==> src/rtl/axi_xbar_pkg.sv <==
// Shared constants for the AXI crossbar.
// The crossbar blocks and its default (decode-error) slaves import these
// widths and response codes.
package axi_xbar_pkg;

    localparam int ID_W        = 4;  // AXI ID width, matching the outstanding-write table
    localparam int LEN_W       = 8;  // AWLEN / ARLEN width
    localparam int OUTSTANDING = 3;  // accepted-but-unanswered bursts (table depth)
    localparam int SLV_ID_W    = 2;  // slave-select width in the address decoder

    localparam logic [1:0] RESP_OKAY   = 2'b00;
    localparam logic [1:0] RESP_DECERR = 2'b11;

endpackage

==> src/rtl/axi_id_fifo.sv <==
// Circular FIFO of {id, len} request descriptors for the default slaves.
// The depth does not have to be a power of two; both pointers wrap explicitly.
//
// Ports:
//   clk, rst_n       clock, asynchronous active-low reset (pointers and count only)
//   push, push_data  write an entry (ignored when full)
//   pop              drop the head entry (ignored when empty)
//   head_data        entry at the read pointer
//   peek_idx         arbitrary slot index
//   peek_data        entry stored at peek_idx
//   full, empty      occupancy flags
//   count            number of entries held (0..DEPTH)
module axi_id_fifo
    import axi_xbar_pkg::*;
#(
    parameter int DEPTH = 3,
    parameter int WIDTH = 12,
    localparam int PTR_W = (DEPTH > 1) ? $clog2(DEPTH) : 1,
    localparam int CNT_W = $clog2(DEPTH + 1)
) (
    input  logic             clk,
    input  logic             rst_n,
    input  logic             push,
    input  logic [WIDTH-1:0] push_data,
    input  logic             pop,
    output logic [WIDTH-1:0] head_data,
    input  logic [PTR_W-1:0] peek_idx,
    output logic [WIDTH-1:0] peek_data,
    output logic             full,
    output logic             empty,
    output logic [CNT_W-1:0] count
);

    localparam logic [PTR_W-1:0] LAST_PTR  = PTR_W'(DEPTH - 1);
    localparam logic [CNT_W-1:0] DEPTH_CNT = CNT_W'(DEPTH);

    logic [WIDTH-1:0] mem [DEPTH];
    logic [PTR_W-1:0] wr_ptr;
    logic [PTR_W-1:0] rd_ptr;
    logic             do_push;
    logic             do_pop;

    assign full      = (count == DEPTH_CNT);
    assign empty     = (count == '0);
    assign do_push   = push && !full;
    assign do_pop    = pop && !empty;
    assign head_data = mem[rd_ptr];
    assign peek_data = mem[peek_idx];

    // Storage carries payload only, so it is left out of reset.
    always_ff @(posedge clk) begin
        if (do_push) begin
            mem[wr_ptr] <= push_data;
        end
    end

    always_ff @(posedge clk or negedge rst_n) begin
        if (!rst_n) begin
            wr_ptr <= '0;
            rd_ptr <= '0;
            count  <= '0;
        end else begin
            if (do_push) begin
                wr_ptr <= (wr_ptr == LAST_PTR) ? '0 : wr_ptr + 1'b1;
            end
            if (do_pop) begin
                rd_ptr <= (rd_ptr == LAST_PTR) ? '0 : rd_ptr + 1'b1;
            end
            case ({do_push, do_pop})
                2'b10:   count <= count + 1'b1;
                2'b01:   count <= count - 1'b1;
                default: count <= count;
            endcase
        end
    end

endmodule

==> src/rtl/axi_decerr_wslave.sv <==
// Default write slave of the AXI crossbar. It accepts AWs that decode to no
// real slave, drains and discards their W beats, and answers each burst
// with DECERR under its AWID, in AW acceptance order.
//
// Ports:
//   clk, rst_n                  clock, asynchronous active-low reset
//   awvalid/awready/awid/awlen  AW channel (awready low while OUTSTANDING bursts are held)
//   wvalid/wready/wlast         W channel (data is dropped, so no data port)
//   bvalid/bready/bid/bresp     B channel (bresp is always DECERR)
//   prot_err                    1-cycle pulse after a beat where wlast and the awlen count disagree
module axi_decerr_wslave
    import axi_xbar_pkg::*;
#(
    parameter int ID_W        = axi_xbar_pkg::ID_W,
    parameter int LEN_W       = axi_xbar_pkg::LEN_W,
    parameter int OUTSTANDING = axi_xbar_pkg::OUTSTANDING
) (
    input  logic             clk,
    input  logic             rst_n,
    input  logic             awvalid,
    output logic             awready,
    input  logic [ID_W-1:0]  awid,
    input  logic [LEN_W-1:0] awlen,
    input  logic             wvalid,
    output logic             wready,
    input  logic             wlast,
    output logic             bvalid,
    input  logic             bready,
    output logic [ID_W-1:0]  bid,
    output logic [1:0]       bresp,
    output logic             prot_err
);

    localparam int ENT_W = ID_W + LEN_W;
    localparam int PTR_W = (OUTSTANDING > 1) ? $clog2(OUTSTANDING) : 1;
    localparam int CNT_W = $clog2(OUTSTANDING + 1);
    localparam logic [PTR_W-1:0] LAST_PTR = PTR_W'(OUTSTANDING - 1);

    logic             ready_en;
    logic [CNT_W-1:0] aw_cnt;
    logic [CNT_W-1:0] wdone_cnt;
    logic [PTR_W-1:0] w_ptr;
    logic [LEN_W-1:0] beat_cnt;
    logic [ENT_W-1:0] head_entry;
    logic [ENT_W-1:0] wptr_entry;
    logic             fifo_full;
    logic             fifo_empty;
    logic [LEN_W-1:0] cur_len;
    logic             len_hit;
    logic             aw_fire;
    logic             w_fire;
    logic             b_fire;
    logic             burst_end;

    axi_id_fifo #(
        .DEPTH (OUTSTANDING),
        .WIDTH (ENT_W)
    ) u_fifo (
        .clk       (clk),
        .rst_n     (rst_n),
        .push      (aw_fire),
        .push_data ({awid, awlen}),
        .pop       (b_fire),
        .head_data (head_entry),
        .peek_idx  (w_ptr),
        .peek_data (wptr_entry),
        .full      (fifo_full),
        .empty     (fifo_empty),
        .count     (aw_cnt)
    );

    // ready_en keeps both ready outputs low while in reset; it rises on the
    // first clock edge after rst_n is released.
    assign awready = ready_en && !fifo_full;
    assign wready  = ready_en && (wdone_cnt < aw_cnt);
    assign bvalid  = (wdone_cnt != '0);
    // The head slot is not reset, so bid is forced to 0 while nothing is owed.
    assign bid     = bvalid ? head_entry[ENT_W-1:LEN_W] : '0;
    assign bresp   = RESP_DECERR;

    assign aw_fire   = awvalid && awready;
    assign w_fire    = wvalid && wready;
    assign b_fire    = bvalid && bready;
    assign cur_len   = wptr_entry[LEN_W-1:0];
    assign len_hit   = (beat_cnt == cur_len);
    // Either an early wlast or a missing wlast closes the burst; prot_err flags the disagreement.
    assign burst_end = w_fire && (wlast || len_hit);

    always_ff @(posedge clk or negedge rst_n) begin
        if (!rst_n) begin
            ready_en  <= 1'b0;
            w_ptr     <= '0;
            beat_cnt  <= '0;
            wdone_cnt <= '0;
            prot_err  <= 1'b0;
        end else begin
            ready_en <= 1'b1;
            prot_err <= w_fire && (wlast != len_hit);
            if (burst_end) begin
                beat_cnt <= '0;
                w_ptr    <= (w_ptr == LAST_PTR) ? '0 : w_ptr + 1'b1;
            end else if (w_fire) begin
                beat_cnt <= beat_cnt + 1'b1;
            end
            case ({burst_end, b_fire})
                2'b10:   wdone_cnt <= wdone_cnt + 1'b1;
                2'b01:   wdone_cnt <= wdone_cnt - 1'b1;
                default: wdone_cnt <= wdone_cnt;
            endcase
        end
    end

    logic unused_ok;
    assign unused_ok = fifo_empty;

endmodule

==> config.mk <==
export PLATFORM = sky130hd
export DESIGN_NAME = axi_decerr_wslave
export DESIGN_NICKNAME = d
export VERILOG_FILES = /design/src/rtl/axi_xbar_pkg.sv /design/src/rtl/axi_id_fifo.sv /design/src/rtl/axi_decerr_wslave.sv
export SDC_FILE = /design/constraint.sdc
export NUM_CORES = 1
export LEC_CHECK = 0
export BUFFER_PORTS_ARGS = -buffer_cell sky130_fd_sc_hd__buf_4
export CAP_MARGIN = 0
export CORE_ASPECT_RATIO = 0.8
export CORE_MARGIN = 8
export CORE_UTILIZATION = 25
export DETAILED_ROUTE_END_ITERATION = 8
export SYNTH_ARGS = -nofsm -noshare
export SYNTH_HDL_FRONTEND = slang
export SYNTH_SLANG_ARGS = --single-unit
==> constraint.sdc <==
create_clock -name clk -period 3.6 [get_ports clk]
set_input_delay 0.54 -clock clk [delete_from_list [all_inputs] [get_ports clk]]
set_output_delay 0.54 -clock clk [all_outputs]
set_load 0.1 [all_outputs]
==> run_summary.xml, run 1 <==
<?xml version="1.0" encoding="UTF-8"?>
<metrics>
  <group name="grt">
    <metric name="gr-usage-all-layers" unit="">0.07894</metric>
    <metric name="overflow" unit="">0</metric>
    <metric name="grt_pass1_vias" unit="">1645</metric>
    <metric name="antenna_found_initial" unit="">0</metric>
    <metric name="grt_first_pass_wirelength" unit="um">8521</metric>
    <metric name="grt_max_degree" unit="">28</metric>
  </group>
  <group name="finish">
    <metric name="final_common_cell" unit="">edfxtp_1</metric>
    <metric name="finalNetCount" unit="">258</metric>
    <metric name="finalNonFillerCells" unit="">376</metric>
    <metric name="finish.utilization" unit="">0.3071</metric>
    <metric name="n_antenna_cell" unit="">0</metric>
    <metric name="final_cell_mix" unit="">36 x edfxtp_1, 28 x buf_4, 19 x dfrtp_1, 18 x nand2_1, 13 x nor2_1</metric>
    <metric name="area.growth.synth_to_final" unit="%">21.60</metric>
    <metric name="fill_cells" unit="">1018</metric>
    <metric name="drive_gt1_frac" unit="">0.1864</metric>
  </group>
  <group name="place">
    <metric name="dp.cells" unit="">368</metric>
    <metric name="port-buffer-count" unit="">25</metric>
    <metric name="finalWeightedCongestion" unit="">0.7547</metric>
    <metric name="detailed_place_hpwl" unit="um">3768</metric>
  </group>
  <group name="synth">
    <metric name="synth_cell_types" unit="">39</metric>
    <metric name="synth-xor-area-share" unit="">0.02057</metric>
    <metric name="yosys_warnings" unit="">0</metric>
    <metric name="synth.mux.area_fraction" unit="">0.05142</metric>
    <metric name="post_synth.cell_area_avg" unit="um^2">12.28</metric>
    <metric name="combinational_family_with_the_most_area_after_synthesis" unit="">compound AO/OA/AOI/OAI gates</metric>
    <metric name="yosysTopAreaCellShare" unit="">0.4231</metric>
    <metric name="synth_compound_area_frac" unit="">0.1298</metric>
    <metric name="synth.area.top_cells" unit="">edfxtp_1 42%, dfrtp_1 20%, mux2i_1 4.7%</metric>
    <metric name="synth.ff_latch_count" unit="">56</metric>
    <metric name="ys_seq_area_frac" unit="">0.6190</metric>
    <metric name="mappedNetlistArea" unit="um^2">2555</metric>
    <metric name="yosysTopAreaCell" unit="">edfxtp_1</metric>
    <metric name="yosys.area_share.adder" unit="">0.02449</metric>
    <metric name="synthesis.instances" unit="">208</metric>
    <metric name="synth_simple_gate_area_frac" unit="">0.1170</metric>
  </group>
  <group name="worst_setup_path">
    <metric name="cells_traversed_along_the_worst_timing_path" unit="">mux2i_1, a211oi_1, or4_1, or4_1, ha_1, inv_1, nand3_1, ha_1, nor2_1, xor2_1</metric>
    <metric name="cp_slowest_cell" unit="">dfrtp_1</metric>
    <metric name="crit_path_dat" unit="ns">3.52</metric>
    <metric name="cpPeakStageDelay" unit="ns">0.56</metric>
    <metric name="worstPathMaxFanout" unit="">9</metric>
    <metric name="critical_path.startpoint_type" unit="">flip-flop</metric>
    <metric name="worst_setup_path_end_kind" unit="">flip-flop</metric>
    <metric name="worst_ep_required_time" unit="ns">3.81</metric>
    <metric name="worst-setup-path-type" unit="">reg2reg</metric>
  </group>
  <group name="clocking">
    <metric name="cts_max_level" unit="">2</metric>
    <metric name="cts.hold.buffers_added" unit="">0</metric>
    <metric name="tritoncts_num_sinks" unit="">56</metric>
    <metric name="clock_pin_slew_on_the_worst_setup_and_hold_paths" unit="ns">0.07</metric>
    <metric name="tritoncts" unit="">built</metric>
    <metric name="clock_buffers_created_by_tritoncts" unit="">5</metric>
    <metric name="root_buffer" unit="">clkbuf_16</metric>
    <metric name="clock_latency" unit="ns">0.29</metric>
    <metric name="cts_buffer_depth" unit="">2</metric>
  </group>
  <group name="route">
    <metric name="wl" unit="um">5262</metric>
    <metric name="post_drt_wl_per_cell" unit="um">13.99</metric>
    <metric name="vias_per_cell" unit="">4.340</metric>
    <metric name="drt_first_iter_violations" unit="">136</metric>
    <metric name="final_antenna_net_count" unit="">0</metric>
    <metric name="detailedRoute.firstPassIterationCount" unit="">4</metric>
    <metric name="detail_route.drc_violations" unit="">0</metric>
    <metric name="dr_total_vias" unit="">1632</metric>
  </group>
  <group name="sta">
    <metric name="setup_tns" unit="ns">0</metric>
    <metric name="max_slew_margin" unit="">0.2623</metric>
    <metric name="setup-violations-final" unit="">0</metric>
    <metric name="min_period" unit="ns">3.312</metric>
    <metric name="final_clock_skew" unit="ns">0.003664</metric>
    <metric name="maxClockFrequency" unit="GHz">0.3019</metric>
    <metric name="tightestPinTransition" unit="ns">1.102</metric>
    <metric name="period_share" unit="">0.9200</metric>
    <metric name="grt_setup_unrepaired" unit="">false</metric>
    <metric name="finalHoldViolations" unit="">0</metric>
    <metric name="hold-worst-slack" unit="ns">0.1208</metric>
    <metric name="final_max_slew_viol_count" unit="">0</metric>
  </group>
  <group name="pwr">
    <metric name="total_power" unit="W">0.002588</metric>
    <metric name="peakVddDrop" unit="V">0.0002975</metric>
    <metric name="power.density" unit="nW/um^2">833.1</metric>
    <metric name="total_leakage_power" unit="nW">1.242</metric>
  </group>
  <group name="hold_path">
    <metric name="hold_path.class" unit="">in2async</metric>
  </group>
  <group name="die">
    <metric name="die_width" unit="um">129.0</metric>
    <metric name="die_area" unit="um^2">13730</metric>
    <metric name="io_pins" unit="">28</metric>
    <metric name="initial_core_util" unit="">0.2526</metric>
    <metric name="core.rowCount" unit="">33</metric>
    <metric name="die_height" unit="um">106.4</metric>
    <metric name="fp.coreArea" unit="um^2">10120</metric>
  </group>
  <group name="job">
    <metric name="max-cap-violations" unit="">0</metric>
  </group>
  <group name="status">
    <metric name="run_status" unit="">complete, no violations</metric>
  </group>
</metrics>
==> power by group <==
part	switching (W)	total, W	internal (W)	leakage (nW)
combinational	0.000642	0.000976	0.000335	0.569
clock	0.000229	0.000630	0.000401	0.0944
sequential	0.000172	0.000982	0.000810	0.578
==> repair_timing <==
| item | in CTS | in global routing |
|---|---|---|
| setup buffers | 0 | 0 |
| gates resized for setup | 0 | 2 |
| endpoints found under the setup margin | 0 | 1 |
==> final cells by class <==
cell class,instances,area (um^2),share of cell area
sequential,56,1583,0.5095
clock buffer,5,125.1,0.04027
clock inverter,3,68.82,0.02215
tap,140,175.2,0.05638
timing repair buffer,28,210.2,0.06766
inverter,10,37.54,0.01208
multi-input combinational,134,907.1,0.2920
==> metal layers <==
metal,vias up,wire [um],global-route usage
li1,807,-,-
met1,786,2550,0.1097
met2,37,2422,0.1182
met3,2,249,0.01851
met4,0,40,0.02510
met5,-,0,0
==> cells by family after synthesis <==
logic type	Yosys count
AND/OR/NAND/NOR	60
flip-flops	56
AO/OA/AOI/OAI	47
buffers and inverters	20
multiplexers	13
XOR/XNOR	6
adder cells (fa/ha/maj)	5
other	1
==> through the flow <==
| stage | instance area [um^2] | setup slack, ns |
|---|---|---|
| finish | 3107 | 0.2879 |
| global route | 3107 | 0.07545 |
| CTS | 3105 | 0.1898 |
| detailed placement | 2912 | 0.2168 |
| global placement | 2912 | 0.3725 |
| floorplan | 2566 | 0.3292 |
==> critical path, delay by kind of cell, from the launching register on <==
family                   cells  cell delay (ns)
AND/OR/NAND/NOR              4             1.24
XOR/XNOR                     1             0.16
AO/OA/AOI/OAI                1             0.13
adder cells (fa/ha/maj)      2             0.61
flip-flops                   1             0.56
multiplexers                 1             0.37
buffers and inverters        1             0.14
==> synth_stat cells <==
cell type and count:
a211o_1 5, a211oi_1 4, a21boi_0 1, a21o_1 2, a21oi_1 6, a22o_1 1
a31o_2 1, a41oi_1 1, and2_1 2, and3_1 2, buf_2 2, buf_4 2
buf_6 1, clkbuf_1 5, conb_1 1, dfrtp_1 20, edfxtp_1 36, ha_1 5
inv_1 10, mux2_2 1, mux2i_1 12, nand2_1 18, nand2b_1 4, nand3_1 3
nand4_1 2, nor2_1 13, nor2b_1 9, nor3_1 1, nor3b_1 2, o211a_1 4
o211ai_1 4, o21ai_0 12, o221ai_1 1, o31ai_1 3, o41ai_1 2, or3_1 1
or4_1 3, xnor2_1 5, xor2_1 1
==> state kept, by name, summed over array words and instances, names as in the netlist <==
register and count:
beat_cnt 8, u_fifo.count 2, u_fifo.rd_ptr 2, u_fifo.wr_ptr 2, w_ptr 2, prot_err 1
wdone_cnt 2, ready_en 1, u_fifo.mem 36
==> path summary, 6_finish.rpt <==
check,cells after the start,slack [ns],from,endpoint
worst min register to register,1,0.56,wdone_cnt[1],wdone_cnt[1]
worst max register to register,10,0.29,w_ptr[0],wdone_cnt[1]
max in group asynchronous,1,3.25,rst_n,w_ptr[1]
worst max-delay path,10,0.29,w_ptr[0],wdone_cnt[1]
min in group clk,1,0.44,awlen[1],u_fifo.mem[2][1]
worst min-delay path,1,0.12,rst_n,wdone_cnt[0]
No activity file was read; power rests on OpenSTA's default activity.
==> run 2, diff against run 1 <==
- PLACE_DENSITY: unset -> 0.38
- SYNTH_HIERARCHICAL: unset -> 1
==> run 2 against run 1 <==
Against the previous run: wire length decreased by 11%; largest power group unchanged; clock power decreased by 25%; cell count decreased by 2.1%; sequential share of layout area increased by 0.92 points; sequential cell count unchanged.
==> run_summary.xml, run 2 <==
<?xml version="1.0" encoding="UTF-8"?>
<metrics>
  <group name="hold_path">
    <metric name="hold_path.class" unit="">in2async</metric>
  </group>
  <group name="die">
    <metric name="die_height" unit="um">106.9</metric>
    <metric name="die_width" unit="um">129.6</metric>
    <metric name="initial_core_util" unit="">0.2542</metric>
    <metric name="io_pins" unit="">28</metric>
    <metric name="fp.coreArea" unit="um^2">10160</metric>
    <metric name="core.rowCount" unit="">33</metric>
    <metric name="die_area" unit="um^2">13860</metric>
  </group>
  <group name="sta">
    <metric name="setup_tns" unit="ns">0</metric>
    <metric name="maxClockFrequency" unit="GHz">0.3462</metric>
    <metric name="final_max_slew_viol_count" unit="">0</metric>
    <metric name="period_share" unit="">0.8024</metric>
    <metric name="max_slew_margin" unit="">0.6193</metric>
    <metric name="tightestPinTransition" unit="ns">0.5711</metric>
    <metric name="final_clock_skew" unit="ns">0.003100</metric>
    <metric name="setup-violations-final" unit="">0</metric>
    <metric name="grt_setup_unrepaired" unit="">false</metric>
    <metric name="min_period" unit="ns">2.889</metric>
    <metric name="finalHoldViolations" unit="">0</metric>
  </group>
  <group name="pwr">
    <metric name="power.density" unit="nW/um^2">792.1</metric>
    <metric name="total_power" unit="W">0.002415</metric>
    <metric name="peakVddDrop" unit="V">0.0003695</metric>
    <metric name="total_leakage_power" unit="nW">1.194</metric>
  </group>
  <group name="grt">
    <metric name="grt_first_pass_wirelength" unit="um">7776</metric>
    <metric name="grt_pass1_vias" unit="">1483</metric>
    <metric name="overflow" unit="">0</metric>
    <metric name="antenna_found_initial" unit="">0</metric>
    <metric name="gr-usage-all-layers" unit="">0.07385</metric>
    <metric name="grt_max_degree" unit="">21</metric>
  </group>
  <group name="clocking">
    <metric name="postCtsSetupBuffers" unit="">0</metric>
    <metric name="root_buffer" unit="">clkbuf_16</metric>
    <metric name="tritoncts_num_sinks" unit="">56</metric>
    <metric name="clock_pin_slew_on_the_worst_setup_and_hold_paths" unit="ns">0.07</metric>
    <metric name="cts_buffer_depth" unit="">2</metric>
    <metric name="post_cts_resize_count" unit="">0</metric>
    <metric name="cts_max_level" unit="">2</metric>
    <metric name="cts.hold.buffers_added" unit="">0</metric>
    <metric name="clock_latency" unit="ns">0.29</metric>
    <metric name="tritoncts" unit="">built</metric>
    <metric name="clock_buffers_created_by_tritoncts" unit="">5</metric>
  </group>
  <group name="finish">
    <metric name="final_cell_mix" unit="">36 x edfxtp_1, 28 x buf_4, 23 x nand2_1, 20 x dfrtp_1, 14 x o21ai_0</metric>
    <metric name="n_antenna_cell" unit="">0</metric>
    <metric name="drive_gt1_frac" unit="">0.2061</metric>
    <metric name="area.growth.synth_to_final" unit="%">18.07</metric>
    <metric name="final_common_cell" unit="">edfxtp_1</metric>
    <metric name="leading_registers_by_flop_count" unit="">u_fifo/mem (36), beat_cnt (8)</metric>
    <metric name="number_of_flip_flops_under_the_largest_register_name" unit="">36</metric>
    <metric name="regMostFlops" unit="">u_fifo/mem</metric>
    <metric name="finalNetCount" unit="">250</metric>
  </group>
  <group name="route">
    <metric name="wl" unit="um">4665</metric>
    <metric name="dr_total_vias" unit="">1476</metric>
    <metric name="drt_first_iter_violations" unit="">59</metric>
    <metric name="post_drt_wl_per_cell" unit="um">12.68</metric>
    <metric name="vias_per_cell" unit="">4.011</metric>
    <metric name="detailedRoute.firstPassIterationCount" unit="">4</metric>
    <metric name="detail_route.drc_violations" unit="">0</metric>
    <metric name="final_antenna_net_count" unit="">0</metric>
  </group>
  <group name="place">
    <metric name="finalWeightedCongestion" unit="">0.6647</metric>
    <metric name="port-buffer-count" unit="">25</metric>
    <metric name="detailed_place_hpwl" unit="um">3401</metric>
  </group>
  <group name="worst_setup_path">
    <metric name="cp.buffers_inverters" unit="">1</metric>
    <metric name="critical_path.startpoint_type" unit="">flip-flop</metric>
    <metric name="worst_setup_path_end_kind" unit="">flip-flop</metric>
    <metric name="worst-setup-path-type" unit="">reg2reg</metric>
    <metric name="cells_traversed_along_the_worst_timing_path" unit="">mux2i_1, o21ai_0, xor2_1, nor4_1, nand2_1, ha_1, nor2_8, inv_1, ha_1, nor2_1, xor2_1</metric>
    <metric name="cpPeakStageDelay" unit="ns">0.66</metric>
    <metric name="worst_ep_required_time" unit="ns">3.82</metric>
    <metric name="cp_slowest_cell" unit="">dfrtp_1</metric>
    <metric name="crit_path_dat" unit="ns">3.11</metric>
    <metric name="cpLargestDelayFamily" unit="">simple AND/OR/NAND/NOR gates</metric>
    <metric name="worstPathMaxFanout" unit="">12</metric>
  </group>
  <group name="job">
    <metric name="max-cap-violations" unit="">0</metric>
  </group>
  <group name="synth">
    <metric name="synthesis.instances" unit="">203</metric>
    <metric name="mappedNetlistArea" unit="um^2">2582</metric>
    <metric name="post_synth.cell_area_avg" unit="um^2">12.72</metric>
    <metric name="yosys_warnings" unit="">6</metric>
  </group>
  <group name="status">
    <metric name="run_status" unit="">complete, no violations</metric>
  </group>
</metrics>
-- run 2: cell type report --
class                           instances  area (um^2)
Multi-Input combinational cell        131        918.4
Tap cell                              140        175.2
Fill cell                            1060         7108
Inverter                                5        18.77
Sequential cell                        56         1582
Clock inverter                          2        16.27
Timing Repair Buffer                   28        210.2
Clock buffer                            6        128.9
-- run 2: stage by stage --
stage	std cells	area, um^2	worst slack [ns]	hold slack (ns)	util
floorplan	205	2592	0.3144	0.2444	-
global placement	360	2904	0.7525	0.4485	0.2859
detailed placement	360	2904	0.7068	0.4451	0.2859
CTS	368	3049	0.6584	0.1255	0.3002
global route	368	3049	0.4224	0.1283	0.3002
finish	368	3049	0.7114	0.1190	0.3002
-- run 2: per-layer routing --
| layer | GRT usage | up-vias | wire, um | part of all wire |
|---|---|---|---|---|
| met5 | 0 | - | 0 | 0 |
| met4 | 0.03226 | 0 | 76 | 0.016 |
| met3 | 0.02877 | 8 | 254 | 0.054 |
| met2 | 0.1020 | 25 | 1850 | 0.40 |
| met1 | 0.09958 | 686 | 2484 | 0.53 |
| li1 | - | 757 | - | - |
-- run 2: final timing paths --
check / from / endpoint / slack [ns] / cells after the start
worst min register to register: wdone_cnt[1] / wdone_cnt[1] / 0.51 / 1
worst max-delay path: w_ptr[0] / wdone_cnt[1] / 0.71 / 11
worst min-delay path: rst_n / u_fifo/count[0] / 0.12 / 1
max in group asynchronous: rst_n / w_ptr[0] / 3.27 / 1
min in group clk: awid[3] / u_fifo/mem[2][11] / 0.44 / 1
worst max register to register: w_ptr[0] / wdone_cnt[1] / 0.71 / 11
-- run 2: power breakdown --
group | internal, W | leakage, nW | switching (W)
Clock | 0.000259 | 0.0671 | 0.000215
Combinational | 0.000333 | 0.548 | 0.000631
Sequential | 0.000807 | 0.580 | 0.000170
-- run 2: worst reg2reg max path: cells and delay by family, from the launching register on --
family / cells / cell delay (ns)
adders and majority gates: 2 / 0.69
and+or+nand+nor: 4 / 0.68
DFF: 1 / 0.66
xor gates and xnor gates: 2 / 0.34
muxes: 1 / 0.25
AOI/OAI and AO/OA: 1 / 0.14
buffers and inverters: 1 / 0.05
